==> src/rtl/accumulator_pkg.sv <==
// accumulator_pkg
// Shared types and default constants for the phase-accumulator family.
// The meter FSM state type lives here so that the top level and any
// future monitors agree on the encoding.
//
// Contents:
//   meter_state_t - frequency-meter FSM states {IDLE, ARM, GATE, DONE}
//   DEF_*         - default widths used as parameter defaults
//   GATE_CYCLES   - gate window length for the default GATE_LOG2
//   SHIFT         - count-to-increment scaling shift for the defaults
package accumulator_pkg;

  typedef enum logic [1:0] {
    IDLE = 2'd0,
    ARM  = 2'd1,
    GATE = 2'd2,
    DONE = 2'd3
  } meter_state_t;

  localparam int DEF_ACC_WIDTH = 8;
  localparam int DEF_ADD_WIDTH = 8;
  localparam int DEF_GATE_LOG2 = 12;

  localparam int GATE_CYCLES = 2 ** DEF_GATE_LOG2;
  localparam int SHIFT       = DEF_GATE_LOG2 - DEF_ACC_WIDTH;

endpackage

==> src/rtl/accumulator_freq_meter_edge_sync.sv <==
// edge_sync
// Brings an asynchronous square wave into the clk domain and flags its
// rising edges. s1/s2 form the metastability synchroniser; s3 holds the
// previous synchronised value so that rise = s2 & ~s3. The pin-to-rise
// latency is a constant two clocks, so it does not bias a gated count.
//
// Ports:
//   clk    - clock, rising edge
//   rst    - synchronous active-high reset
//   sig_in - asynchronous input stream
//   rise   - one-clock pulse per synchronised rising edge
module edge_sync (
  input  logic clk,
  input  logic rst,
  input  logic sig_in,
  output logic rise
);

  logic s1_r;
  logic s2_r;
  logic s3_r;

  // Synchroniser chain plus history flop.
  always_ff @(posedge clk) begin
    if (rst) begin
      s1_r <= 1'b0;
      s2_r <= 1'b0;
      s3_r <= 1'b0;
    end else begin
      s1_r <= sig_in;
      s2_r <= s1_r;
      s3_r <= s2_r;
    end
  end

  assign rise = s2_r & ~s3_r;

endmodule

==> src/rtl/accumulator_freq_meter.sv <==
// accumulator_freq_meter
// Recovers the increment of a phase accumulator from its MSB seen on a
// pin. After a start, the meter waits for a rising edge (arming edge,
// not counted), then counts rising edges over 2^GATE_LOG2 clocks and
// scales the count down to an increment estimate.
//
// Ports:
//   clk, rst    - clock and synchronous active-high reset
//   start       - begin a measurement (only looked at in IDLE)
//   continuous  - re-arm after each result (only looked at in DONE)
//   sig_in      - asynchronous MSB stream
//   busy        - high whenever the meter is not idle
//   valid       - one-clock pulse when the result outputs update
//   estimate    - recovered increment, saturating
//   edge_count  - raw rising-edge count of the last window
//   timeout     - last measurement never saw an arming edge
module accumulator_freq_meter
  import accumulator_pkg::*;
#(
  parameter int ACC_WIDTH = DEF_ACC_WIDTH,
  parameter int ADD_WIDTH = DEF_ADD_WIDTH,
  parameter int GATE_LOG2 = DEF_GATE_LOG2
) (
  input  logic                 clk,
  input  logic                 rst,
  input  logic                 start,
  input  logic                 continuous,
  input  logic                 sig_in,
  output logic                 busy,
  output logic                 valid,
  output logic [ADD_WIDTH-1:0] estimate,
  output logic [GATE_LOG2:0]   edge_count,
  output logic                 timeout
);

  localparam int CNT_W    = GATE_LOG2 + 1;
  localparam int LP_SHIFT = GATE_LOG2 - ACC_WIDTH;
  // Value the gate counter holds on the last clock of a window.
  localparam logic [CNT_W-1:0] LAST_TICK = CNT_W'((2 ** GATE_LOG2) - 1);
  localparam logic [CNT_W-1:0] CNT_ONE   = CNT_W'(1);

  if (ADD_WIDTH > ACC_WIDTH) begin : g_bad_add_width
    $error("accumulator_freq_meter: ADD_WIDTH must not exceed ACC_WIDTH");
  end
  if (GATE_LOG2 < ACC_WIDTH) begin : g_bad_gate_log2
    $error("accumulator_freq_meter: GATE_LOG2 must be at least ACC_WIDTH");
  end

  logic                 rise_s;
  meter_state_t         state_r;
  meter_state_t         state_next_s;
  logic [CNT_W-1:0]     gate_cnt_r;
  logic [CNT_W-1:0]     gate_cnt_next_s;
  logic [CNT_W-1:0]     edge_cnt_r;
  logic [CNT_W-1:0]     edge_cnt_next_s;
  logic                 tmo_r;
  logic                 tmo_next_s;
  logic [CNT_W-1:0]     shifted_s;
  logic [ADD_WIDTH-1:0] est_s;

  logic                 busy_r;
  logic                 valid_r;
  logic [ADD_WIDTH-1:0] estimate_r;
  logic [CNT_W-1:0]     edge_count_r;
  logic                 timeout_r;

  edge_sync u_edge_sync (
    .clk    (clk),
    .rst    (rst),
    .sig_in (sig_in),
    .rise   (rise_s)
  );

  // Next-state, gate counter and edge counter logic.
  always_comb begin
    state_next_s    = state_r;
    gate_cnt_next_s = gate_cnt_r;
    edge_cnt_next_s = edge_cnt_r;
    tmo_next_s      = tmo_r;
    case (state_r)
      IDLE: begin
        gate_cnt_next_s = '0;
        edge_cnt_next_s = '0;
        tmo_next_s      = 1'b0;
        if (start) begin
          state_next_s = ARM;
        end else begin
          state_next_s = IDLE;
        end
      end
      ARM: begin
        // A rise on the final waiting clock still arms the window.
        if (rise_s) begin
          state_next_s    = GATE;
          gate_cnt_next_s = '0;
        end else if (gate_cnt_r == LAST_TICK) begin
          state_next_s    = DONE;
          gate_cnt_next_s = '0;
          tmo_next_s      = 1'b1;
        end else begin
          gate_cnt_next_s = gate_cnt_r + CNT_ONE;
        end
      end
      GATE: begin
        gate_cnt_next_s = gate_cnt_r + CNT_ONE;
        // The clock that closes the window still counts its rise.
        if (rise_s) begin
          edge_cnt_next_s = edge_cnt_r + CNT_ONE;
        end else begin
          edge_cnt_next_s = edge_cnt_r;
        end
        if (gate_cnt_r == LAST_TICK) begin
          state_next_s = DONE;
        end else begin
          state_next_s = GATE;
        end
      end
      DONE: begin
        gate_cnt_next_s = '0;
        edge_cnt_next_s = '0;
        tmo_next_s      = 1'b0;
        if (continuous) begin
          state_next_s = ARM;
        end else begin
          state_next_s = IDLE;
        end
      end
      default: begin
        state_next_s    = IDLE;
        gate_cnt_next_s = '0;
        edge_cnt_next_s = '0;
        tmo_next_s      = 1'b0;
      end
    endcase
  end

  // FSM state and measurement counters.
  always_ff @(posedge clk) begin
    if (rst) begin
      state_r    <= IDLE;
      gate_cnt_r <= '0;
      edge_cnt_r <= '0;
      tmo_r      <= 1'b0;
    end else begin
      state_r    <= state_next_s;
      gate_cnt_r <= gate_cnt_next_s;
      edge_cnt_r <= edge_cnt_next_s;
      tmo_r      <= tmo_next_s;
    end
  end

  // Scale the count to an increment and saturate at the output width.
  always_comb begin
    shifted_s = edge_cnt_r >> LP_SHIFT;
    if ((shifted_s >> ADD_WIDTH) != {CNT_W{1'b0}}) begin
      est_s = {ADD_WIDTH{1'b1}};
    end else begin
      est_s = shifted_s[ADD_WIDTH-1:0];
    end
  end

  // Result and status output registers.
  always_ff @(posedge clk) begin
    if (rst) begin
      busy_r       <= 1'b0;
      valid_r      <= 1'b0;
      estimate_r   <= '0;
      edge_count_r <= '0;
      timeout_r    <= 1'b0;
    end else begin
      // Busy follows the state being entered so start is never re-taken.
      busy_r  <= (state_next_s != IDLE);
      valid_r <= (state_r == DONE);
      if (state_r == DONE) begin
        estimate_r   <= est_s;
        edge_count_r <= edge_cnt_r;
        timeout_r    <= tmo_r;
      end else begin
        estimate_r   <= estimate_r;
        edge_count_r <= edge_count_r;
        timeout_r    <= timeout_r;
      end
    end
  end

  assign busy       = busy_r;
  assign valid      = valid_r;
  assign estimate   = estimate_r;
  assign edge_count = edge_count_r;
  assign timeout    = timeout_r;

endmodule

==> config.mk <==
export PLATFORM = sky130hd
export DESIGN_NAME = accumulator_freq_meter
export DESIGN_NICKNAME = d
export VERILOG_FILES = /design/src/rtl/accumulator_pkg.sv /design/src/rtl/accumulator_freq_meter_edge_sync.sv /design/src/rtl/accumulator_freq_meter.sv
export SDC_FILE = /design/constraint.sdc
export NUM_CORES = 1
export LEC_CHECK = 0
export ABC_AREA = 0
export CAP_MARGIN = 40
export CORE_MARGIN = 2
export CORE_UTILIZATION = 53
export CTS_BUF_LIST = sky130_fd_sc_hd__clkbuf_8
export CTS_CLUSTER_SIZE = 25
export DETAILED_ROUTE_END_ITERATION = 16
export DONT_BUFFER_PORTS = 1
export PLACE_DENSITY_LB_ADDON = 0.3
export SLEW_MARGIN = 30
export SYNTH_ARGS = -nofsm -noshare
export SYNTH_HDL_FRONTEND = slang
export SYNTH_HIERARCHICAL = 1
export SYNTH_SLANG_ARGS = --single-unit
==> constraint.sdc <==
create_clock -name clk -period 3.65 [get_ports clk]
set_input_delay 0.1825 -clock clk [delete_from_list [all_inputs] [get_ports clk]]
set_output_delay 0.1825 -clock clk [all_outputs]
set_load 0.02 [all_outputs]
After elaboration in Yosys (flattened, before gate mapping)
Cells that the tools add are included.
- flip-flop bits (word level): 56
- input bits: 5
- output and inout port bits: 24
- add/subtract/negate cells: 2
- eq/ne operators: 7
- muxes and demuxes: 15
- bitwise operators: 2
- reduce and logical (&&, ||, !) cells: 7
- operators by type and width (cell ; number):
    $mux 13 ; 3
    $pmux 13 s3 ; 1
    $add 13x1->13 const B ; 2
    $pmux 13 s2 ; 1
    $eq 13x12->1 const B ; 1
    $mux 8 ; 1
    $pmux 2 s4 ; 1
    $ne 2x2->1 const B ; 3
    $reduce_bool 2->1 ; 3
    $mux 1 ; 5
    $eq 2x2->1 const B ; 2
    $mux 2 ; 2
    $reduce_and 3->1 ; 1
    $eq 2x1->1 const B ; 1
    $logic_not 2->1 ; 1
    $pmux 1 s2 ; 1
    $reduce_and 2->1 ; 1
    $reduce_or 2->1 ; 1
    $and 1x1->1 ; 1
    $not 1->1 ; 1

Longest topological paths before layout
Gate-level depths: netlist of run 1.
- depth in word-level cells: 5
- depth in mapped cells: 8
- gate-level depth less buffers: 6

Modules after synthesis
The synthesis of run 1 kept the hierarchy.
- by module, submodules not included (module ; times used ; cells an instance ; area an instance (µm²)):
    accumulator_freq_meter ; 1 ; 260 ; 2336.0
    edge_sync ; 1 ; 7 ; 87.6

Worst setup path after synthesis of run 1
Ideal clock, no wire load.
- kind: register to register
- start: register state_r[0]
- end: register edge_cnt_r[12]
- library setup time: 0.073 ns
- arrival time: 2.038 ns
- slack: 1.540 ns
- cell stages (with the launch flop): 9
- path through: dfxtp_1 inv_1 ha_1 buf_6 nor2b_4 buf_6 or3_4 or4_1 a21oi_1
- word-level cells in the longest chain between the ends: 4
- elaborated cells between the ends (all ways): 8
- RTL lines (item ; RTL line ; source):
    start: declaration ; accumulator_freq_meter.sv:50 ; meter_state_t state_r;
    start signal: assignment ; accumulator_freq_meter.sv:145 ; state_r <= state_next_s;
    $eq 2x2->1 / $logic_not 2->1 (equally long branches) ; accumulator_freq_meter.sv:80 ; case (state_r)
    $reduce_or 2->1 (no line) ; n/a ;
    $reduce_bool 2->1 (no line) ; n/a ;
    $reduce_and 2->1 (no line) ; n/a ;
    end signal: assignment ; accumulator_freq_meter.sv:147 ; edge_cnt_r <= edge_cnt_next_s;
    end: declaration ; accumulator_freq_meter.sv:54 ; logic [CNT_W-1:0] edge_cnt_r;
Parallel ways exist; a longest one is shown, timed or not.
A chain may end at the register's enable or synchronous reset.

Final worst setup path of run 1
Ends and elaborated chain as after synthesis.

==> flow_summary.yaml, run 1 <==
status:
  status: "finished, final reports clean"
pwr:
  p_leak_nw: 0.780
  p_comb_share_pct: 3.8
  switchingPower_mw: 0.226
  finalPower_mw: 1.01
  ir_drop_v: 0.000261
  p_per_area_nw_per_um2: 399
  p_int_mw: 0.783
  switching_share_pct: 22.4
  power.share.clock_pct: 34.6
  seqPwrFrac_pct: 61.5
drt:
  drt_iter0_markers: 106
  viasPerCell: 5.44
  drt_first_pass_iters: 4
  wire_per_inst_um: 13.4
  via_count: 1725
  ant_nets: 0
  wl_mm: 4.26
  drc: 0
sta:
  rsz0062_at_grt: "false"
  slew_headroom_pct: 52.2
  finalCritPeriodShare_pct: 59.9
  hold_viol: 0
  tightest_slew_ns: 0.712
  period_needed_ns: 2.19
  drv_slew: 0
  setup_viol: 0
  fmax_ghz: 0.458
  hold-worst-slack_ns: 0.108
  fin_skew_ns: 0.00560
  fin_ws_ns: 1.46
  finalSetupTns_ns: 0
min_path:
  min_path_cells: 3
  hold_path_class: "input port to flop"
run:
  drv_cap: 0
critical_path:
  critPathKind: "flop to flop"
  worstPathBufferInverterCount: 1
  crit_chain: "inv_1 > ha_1 > nor2b_2 > or3_4 > or4_1 > a21oi_1"
  critPathMaxStageDelay_ns: 0.44
  cp_top_family: "simple AND/OR/NAND/NOR gates"
  rr_worst_depth: 6
  cpMaxStageDelayCell: "or3_4"
  crit_fanout: 11
  end_kind: "flop"
  cp.arrival_ns: 2.42
  critPathLaunchType: "flop"
  required_ns: 3.89
  cp.depth: 6
clocking:
  cts_made_buffers: 5
  cts_sinks: 56
  cts_setup_buffers: 0
  tritoncts: "done"
  clk-insertion-delay-late_ns: 0.31
  clk_pin_slew_ns: 0.10
  clock_path_buffers: 2
  cts_resized: 0
  postCtsHoldBufs: 2
  htree_num_levels: 2
  cts-root-buf: "clkbuf_8"
yosys:
  synth.distinct_cells: 41
  synth_top_area_share_pct: 46.3
  synth_top_area_cell: "dfxtp_1"
  async_reset_ff_share_pct: 0
  synth.most_common_cell: "nor2_1"
  synth_cells: 267
  synth_ff_type: "dfxtp_1"
  synthTopCellsByCount: "nor2_1, dfxtp_1, mux2i_1, xnor2_1"
  synth.avg_cell_area_um2: 9.08
  yosysSeqAreaShare_pct: 46.3
  synth_edf_count: 0
  syn-num-nets: 279
  synthTopCellsByArea: "dfxtp_1, nor2_1, mux2i_1, xnor2_1, ha_1"
  ys_warn_count: 6
  ys_ff_latch: 56
  syn_area_um2: 2420
place:
  io_buffer_count: 0
  post-place-ws_ns: 1.49
  hpwl_mm: 2.92
  gp_congestion: 0.816
layout:
  drive_gt1_share_pct: 6.42
  antenna_cells: 0
  area_delta_synth_final_pct: 4.28
  nets: 276
grt:
  grt_remaining_overflow: 0
  grt_usage_pct: 17.7
  grt_first_pass_wirelength_mm: 7.29
  grt_pass1_vias: 1596
  antenna_found_initial: 0
  grt_max_degree: 32
floorplanning:
  core_area_um2: 4380
  core.rowCount: 24
  die_y_um: 71.6
  num_io_pins: 29
  die_w_um: 71.6
  start_util_pct: 55.3
  die-area_um2: 5130
[sequential cells by signal (all words and copies together) (netlist names)]
signal / flops
valid: 1
edge_cnt_r: 13
gate_cnt_r: 13
timeout: 1
tmo_r: 1
estimate: 8
edge_count: 13
u_edge_sync/s2_r: 1
busy: 1
state_r: 2
u_edge_sync/s1_r: 1
u_edge_sync/s3_r: 1
[cells in the final DEF (no fill, tap or decap), types with 3 or more instances in the layout]
cell type | synthesis | final
inv_1 | 11 | 11
mux2i_1 | 16 | 16
xnor2_1 | 12 | 12
nor4_1 | 3 | 3
or4_1 | 3 | 3
nand2_1 | 9 | 9
nor2_1 | 58 | 58
a21oi_1 | 8 | 8
ha_1 | 7 | 7
a211oi_1 | 9 | 9
clkbuf_8 | 1 | 6
nand4_1 | 3 | 3
or3_1 | 5 | 5
dfxtp_1 | 56 | 56
nand3_1 | 11 | 11
nor2b_1 | 5 | 5
o21ai_0 | 8 | 8
nor3_1 | 4 | 4
xor2_1 | 3 | 3
[path summary, 6_finish.rpt]
check,slack [ns],endpoint,from
min,0.11,tmo_r,rst
min reg2reg,0.46,u_edge_sync/s2_r,u_edge_sync/s1_r
max,1.46,edge_cnt_r[12],state_r[0]
max reg2reg,1.46,edge_cnt_r[12],state_r[0]
[area by class of cell]
cell class | instances | area, um2
Multi-Input combinational cell | 187 | 1180
Clock buffer | 6 | 82.6
Timing Repair Buffer | 3 | 22.5
Inverter | 11 | 41.3
Fill cell | 400 | 1860
Sequential cell | 56 | 1120
Clock inverter | 2 | 15.0
Tap cell | 52 | 65.1
[through the flow]
step | instance area, um2 | cells | utilization, %
2_1_floorplan | 2420 | 267 | -
3_3_place_gp | 2410 | 307 | 55.1
3_5_place_dp | 2410 | 307 | 55.1
4_1_cts | 2530 | 317 | 57.8
5_1_grt | 2530 | 317 | 57.6
6_report | 2530 | 317 | 57.6
[power by group through the flow]
stage               clock network, mW  registers (mW)  logic [mW]
floorplan                           0           0.634      0.0353
global placement                    0           0.635      0.0318
detailed placement                  0           0.635      0.0321
CTS                             0.364           0.621      0.0390
global route                    0.383           0.622      0.0445
finish                          0.349           0.621      0.0387
[kinds of logic (layout without fill, tap and decap cells)]
family | count (synthesis) | count (layout) | share of synthesized area (%)
xor+xnor | 15 | 15 | 5.42
fa+ha+maj | 7 | 7 | 3.61
simple gates | 115 | 115 | 24.1
compound gates | 34 | 34 | 8.98
flops | 56 | 56 | 46.3
buf+inv | 24 | 22 | 5.06
mux | 16 | 16 | 6.61
[per-layer routing]
layer | GRT usage (%) | wire (um)
met2 | 27.5 | 1850
met3 | 5.34 | 212
met4 | 6.29 | 68
met5 | 0 | 0
met1 | 23.6 | 2130
[worst reg2reg max path, stage by stage (launching register included)]
cell     delay, ns
dfxtp_1       0.43
inv_1         0.11
ha_1          0.32
nor2b_2       0.26
or3_4         0.44
or4_1         0.40
a21oi_1       0.16
Note: power is estimated with default switching activity, not from simulation.
==> inputs of run 2 (changes only) <==
ABC_AREA = 1   (was 0)
clock period = 2.2 ns   (was 3.65 ns; I/O delays follow)
==> run 2 against run 1 <==
  * Combinational power rose to 2.6 times the previous value
  * Hold slack worse by 0.067 ns
  * Die area down 2.1%
  * Sequential share of layout area down 0.20 points
  * Register-to-register slack worse by 1.2 ns
  * Worst setup slack worse by 1.2 ns
  * Design area up 0.45%
  * Critical endpoint is now edge_cnt_r[10]
==> flow_summary.yaml, run 2 <==
status:
  status: "finished, final reports clean"
drt:
  met1_length_mm: 2.14
  wl_met2_mm: 2.06
  drc: 0
  drt_first_pass_iters: 4
  met3_length_um: 240
  wl_mm: 4.51
  viasPerCell: 5.09
  drt_iter0_markers: 94
  wire_per_inst_um: 12.2
  dr.max_layer_used: "met4"
  ant_nets: 0
  via_count: 1885
yosys:
  synth_top_area_cell: "dfxtp_1"
  synthTopCellsByCount: "nand2_1, dfxtp_1, inv_1, nor2_1, a21oi_1"
  ys_warn_count: 6
  syn-num-nets: 325
  synth_top_family_by_area: "simple AND/OR/NAND/NOR gates"
  ys_ff_latch: 56
  synth_ff_type: "dfxtp_1"
  yosysSeqAreaShare_pct: 47.3
  synth.distinct_cells: 31
  synth_cells: 313
  synth.most_common_cell: "nand2_1"
  synth.avg_cell_area_um2: 7.57
  synth-simple-area-share_pct: 26.9
  syn_area_um2: 2370
  synthTopCellsByArea: "dfxtp_1, nand2_1, inv_1, nor2_1, a21oi_1"
  synth_compound_area_share_pct: 11.4
  async_reset_ff_share_pct: 0
  synth-xor-area-share_pct: 2.59
  synthAdderAreaFrac_pct: 3.70
  synth_top_area_share_pct: 47.3
  synthMuxAreaShare_pct: 0
  synth_edf_count: 0
critical_path:
  reg2reg_to: "edge_cnt_r[10]"
  rr_worst_depth: 8
  end_kind: "flop"
  worstPathBufferInverterCount: 1
  crit_chain: "inv_1 > ha_1 > o21ai_4 > nand3_2 > nor3_4 > nand3_1 > nand2_1 > nor2_1"
  rr_startpoint: "state_r[0]"
  critPathLaunchType: "flop"
  cpMaxStageDelayCell: "dfxtp_1"
  critPathMaxStageDelay_ns: 0.41
  required_ns: 2.42
  cp_top_family: "simple AND/OR/NAND/NOR gates"
  cp.arrival_ns: 2.14
  crit_fanout: 8
  r2r_slack_ns: 0.28
  critPathKind: "flop to flop"
min_path:
  hp-start: "start"
  min_to: "state_r[0]"
  hold_path_class: "input port to flop"
  min_path_cells: 4
sta:
  drv_slew: 0
  finalSetupTns_ns: 0
  rsz0062_at_grt: "false"
  finalCritPeriodShare_pct: 87.2
  setup_viol: 0
  fin_skew_ns: 0.00907
  period_needed_ns: 1.92
  slew_headroom_pct: 64.8
  fmax_ghz: 0.521
  hold_viol: 0
  tightest_slew_ns: 0.527
grt:
  grt_remaining_overflow: 0
  grt_first_pass_wirelength_mm: 7.91
  grt_max_degree: 23
  antenna_found_initial: 0
  grt_usage_pct: 19.9
  grt_pass1_vias: 1764
floorplanning:
  core_area_um2: 4320
  core.rowCount: 24
  start_util_pct: 54.8
  die_y_um: 70.9
  die-area_um2: 5020
  num_io_pins: 29
  die_w_um: 70.9
clocking:
  clk_pin_slew_ns: 0.09
  cts_made_buffers: 5
  tritoncts: "done"
  cts_sinks: 56
  clk-insertion-delay-late_ns: 0.32
  htree_num_levels: 2
  cts-root-buf: "clkbuf_8"
  cts_setup_buffers: 0
  clock_path_buffers: 2
place:
  io_buffer_count: 0
  hpwl_mm: 3.16
  gp_congestion: 0.806
pwr:
  finalPower_mw: 1.72
  p_leak_nw: 1.01
  ir_drop_v: 0.000485
  p_per_area_nw_per_um2: 678
layout:
  area_delta_synth_final_pct: 7.18
  nets: 329
  mostFrequentLayoutCell: "nand2_1"
  layout_common_cells: "nand2_1, dfxtp_1, inv_1"
  drive_gt1_share_pct: 6.60
  antenna_cells: 0
  fin_util_pct: 58.7
run:
  drv_cap: 0
run 2: cell types whose count changed after synthesis, moves of 5 or more:
cell / before / now
nor2_1: 58 / 41
inv_1: 11 / 41
a211oi_1: 9 / 2
nor2b_1: 5 / 0
xnor2_1: 12 / 2
mux2i_1: 16 / 0
nand2_1: 9 / 66
a21oi_1: 8 / 28
nand3_1: 11 / 21
or3_1: 5 / 0
run 2: worst register-to-register path, stage by stage (launching register included):
cell and delay, ns:
dfxtp_1 0.41, inv_1 0.12, ha_1 0.41, o21ai_4 0.28, nand3_2 0.16, nor3_4 0.24, nand3_1 0.10, nand2_1 0.08
nor2_1 0.04
run 2: area by class of cell:
cell class	count	area [um2]
inverter	42	158
tap	52	65.1
sequential	56	1120
clock buffer	6	82.6
fill	434	1790
clock inverter	2	11.3
timing repair buffer	4	38.8
multi-input combinational	208	1060
run 2: kinds of logic (layout without fill, tap and decap cells):
logic type | after synthesis | count (layout)
xor gates and xnor gates | 7 | 7
DFF | 56 | 56
buffers and inverters | 49 | 54
adders and majority gates | 7 | 7
AOI/OAI and AO/OA | 48 | 48
and+or+nand+nor | 146 | 146
run 2: through the flow:
| stage | area (um2) | hold slack, ns | setup WS (ns) | cells |
|---|---|---|---|---|
| detailed placement | 2410 | 0.185 | 0.219 | 359 |
| global route | 2540 | 0.0815 | 0.0623 | 370 |
| CTS | 2520 | 0.0319 | 0.205 | 369 |
| floorplan | 2370 | 0.181 | 0.461 | 313 |
| global placement | 2410 | 0.183 | 0.343 | 359 |
| finish | 2540 | 0.0407 | 0.281 | 370 |
run 2: layer usage:
layer,vias to the layer above,track usage (%)
met3,5,6.27
met4,0,7.55
met2,37,31.2
met5,-,0
met1,842,25.7
li1,1001,-
run 2: power breakdown:
group	switching, mW	internal (mW)	leakage, nW
Clock	0.326	0.252	0.0486
Combinational	0.0654	0.0358	0.513
Sequential	0.0128	1.03	0.453
run 2: what timing repair did:
action,CTS,global route
gates resized for setup,0,1
endpoints found under the setup margin,0,3
hold endpoints to repair,24,0
hold buffers,2,0
run 2: worst max path at each step:
stage | slack [ns] | endpoint | cells past startpoint | from
after floorplan | 0.46 | edge_cnt_r[10] | 8 | state_r[0]
after global placement | 0.34 | edge_cnt_r[10] | 8 | state_r[0]
after detailed placement | 0.22 | edge_cnt_r[12] | 8 | state_r[0]
after CTS | 0.20 | edge_cnt_r[10] | 8 | state_r[0]
after global routing | 0.06 | edge_cnt_r[11] | 9 | state_r[0]
final | 0.28 | edge_cnt_r[10] | 8 | state_r[0]
==> inputs of run 3 (changes only) <==
HOLD_SLACK_MARGIN = 0.06   (was unset)
PLACE_DENSITY_LB_ADDON = 0.15   (was 0.3)
==> run 3 against run 2 <==
  * Register-to-register slack got worse by 0.07 ns
  * Global-route usage shrank 0.74 points
  * Clock skew is 0.0039 ns lower
  * Utilization grew 0.55 points
  * Combinational power rose by 4%
  * Routed wire length is 2.5% lower
  * Worst setup slack got worse by 0.066 ns
  * Largest power group unchanged
==> flow_summary.yaml, run 3 (synthesized netlist as in run 2, its figures left out) <==
status:
  status: "finished, final reports clean"
layout:
  nets: 333
  mostFrequentLayoutCell: "nand2_1"
  fin_area_um2: 2560
  layout_common_cells: "nand2_1, dfxtp_1, inv_1, nor2_1, a21oi_1"
  fill_cells: 413
  fin_util_pct: 59.3
  area_delta_synth_final_pct: 8.19
  drive_gt1_share_pct: 7.45
  antenna_cells: 0
clocking:
  clk-insertion-delay-late_ns: 0.31
  cts_made_buffers: 5
  cts_setup_buffers: 0
  clock_path_buffers: 2
  tritoncts: "done"
  cts_sinks: 56
  clk_pin_slew_ns: 0.10
  cts-root-buf: "clkbuf_8"
  htree_num_levels: 2
  cts_resized: 0
critical_path:
  critPathLaunchType: "flop"
  cp.arrival_ns: 2.24
  crit_fanout: 3
  critPathKind: "flop to flop"
  required_ns: 2.46
  end_kind: "flop"
grt:
  grt_pass1_vias: 1752
  grt_first_pass_wirelength_mm: 7.67
  antenna_found_initial: 0
  grt_remaining_overflow: 0
  grt_usage_pct: 19.1
  grt_max_degree: 24
pwr:
  p_comb_share_pct: 6.2
  p_per_area_nw_per_um2: 667
  p_leak_nw: 1.03
  p_int_mw: 1.29
  switching_share_pct: 24.4
  power.share.clock_pct: 32.9
  ir_drop_v: 0.000397
  switchingPower_mw: 0.417
  seqPwrFrac_pct: 60.9
drt:
  wl_met2_mm: 1.95
  via_count: 1877
  ant_nets: 0
  wire_per_inst_um: 11.8
  drt_iter0_markers: 87
  wl_mm: 4.40
  viasPerCell: 5.02
  drc: 0
  met1_length_mm: 2.16
  drt_first_pass_iters: 4
  dr.max_layer_used: "met4"
  met3_length_um: 193
place:
  dpl_cell_area_um2: 2420
  gp_congestion: 0.816
  hpwl_mm: 3.14
  io_buffer_count: 0
floorplanning:
  core.rowCount: 24
  die_w_um: 70.9
  start_util_pct: 54.8
  num_io_pins: 29
  die_y_um: 70.9
  core_area_um2: 4320
  die-area_um2: 5020
sta:
  fin_skew_ns: 0.00516
  finalCritPeriodShare_pct: 90.2
  slew_headroom_pct: 64.6
  rsz0062_at_grt: "false"
  period_needed_ns: 1.98
  finalSetupTns_ns: 0
  hold_viol: 0
  tightest_slew_ns: 0.531
  setup_viol: 0
  fmax_ghz: 0.504
  drv_slew: 0
min_path:
  hold_path_class: "flop to flop"
run:
  drv_cap: 0
==> run 3: worst paths after layout <==
check             slack, ns  cells past startpoint               end        startpoint
setup / recovery       0.22                     10              busy     gate_cnt_r[0]
hold reg to reg        0.41                      2  u_edge_sync/s2_r  u_edge_sync/s1_r
setup reg to reg       0.22                     10              busy     gate_cnt_r[0]
hold / removal         0.41                      2  u_edge_sync/s2_r  u_edge_sync/s1_r
==> run 3: power groups by stage <==
stage               combinational, mW  clock [mW]  sequential [mW]
detailed placement             0.0892           0             1.06
global placement               0.0882           0             1.06
finish                          0.105       0.563             1.04
global route                    0.121       0.620             1.04
CTS                             0.103       0.588             1.04
floorplan                      0.0778           0             1.06
==> run 3: layout make-up <==
| class | count | area, um2 | share of cell area [%] |
|---|---|---|---|
| Sequential cell | 56 | 1120 | 43.8 |
| Clock buffer | 5 | 68.8 | 2.69 |
| Timing Repair Buffer | 8 | 73.8 | 2.88 |
| Inverter | 42 | 158 | 6.15 |
| Clock inverter | 3 | 21.3 | 0.830 |
| Multi-Input combinational cell | 208 | 1050 | 41.2 |
| Tap cell | 52 | 65.1 | 2.54 |
==> run 3: repair_timing <==
item | 4_1_cts | 5_1_grt
hold endpoints to repair | 33 | 0
hold buffers | 4 | 0
setup endpoints to repair | 0 | 0
==> run 3: layer usage <==
| layer | track usage [%] | vias to the layer above |
|---|---|---|
| met1 | 24.2 | 827 |
| li1 | - | 1010 |
| met4 | 7.76 | 0 |
| met5 | 0 | - |
| met3 | 5.27 | 9 |
| met2 | 30.9 | 31 |
==> run 3: critical path, stage by stage (launching register included) <==
cell	delay [ns]
dfxtp_1	0.36
ha_1	0.20
nand2_1	0.08
nor2_1	0.17
nand2_2	0.12
nor2_4	0.11
nand3_1	0.09
nand3_1	0.11
nand2_1	0.07
dlygate4sd3_1	0.57
nand2_1	0.06
==> run 3: metrics by stage <==
step / setup slack (ns) / hold WS [ns] / power, mW / std cells
finish: 0.216 / 0.413 / 1.71 / 374
global route: 0.0128 / 0.467 / 1.79 / 374
CTS: 0.240 / 0.414 / 1.73 / 373
detailed placement: 0.256 / 0.185 / 1.15 / 361
global placement: 0.334 / 0.183 / 1.15 / 361
floorplan: 0.461 / 0.181 / 1.14 / 313
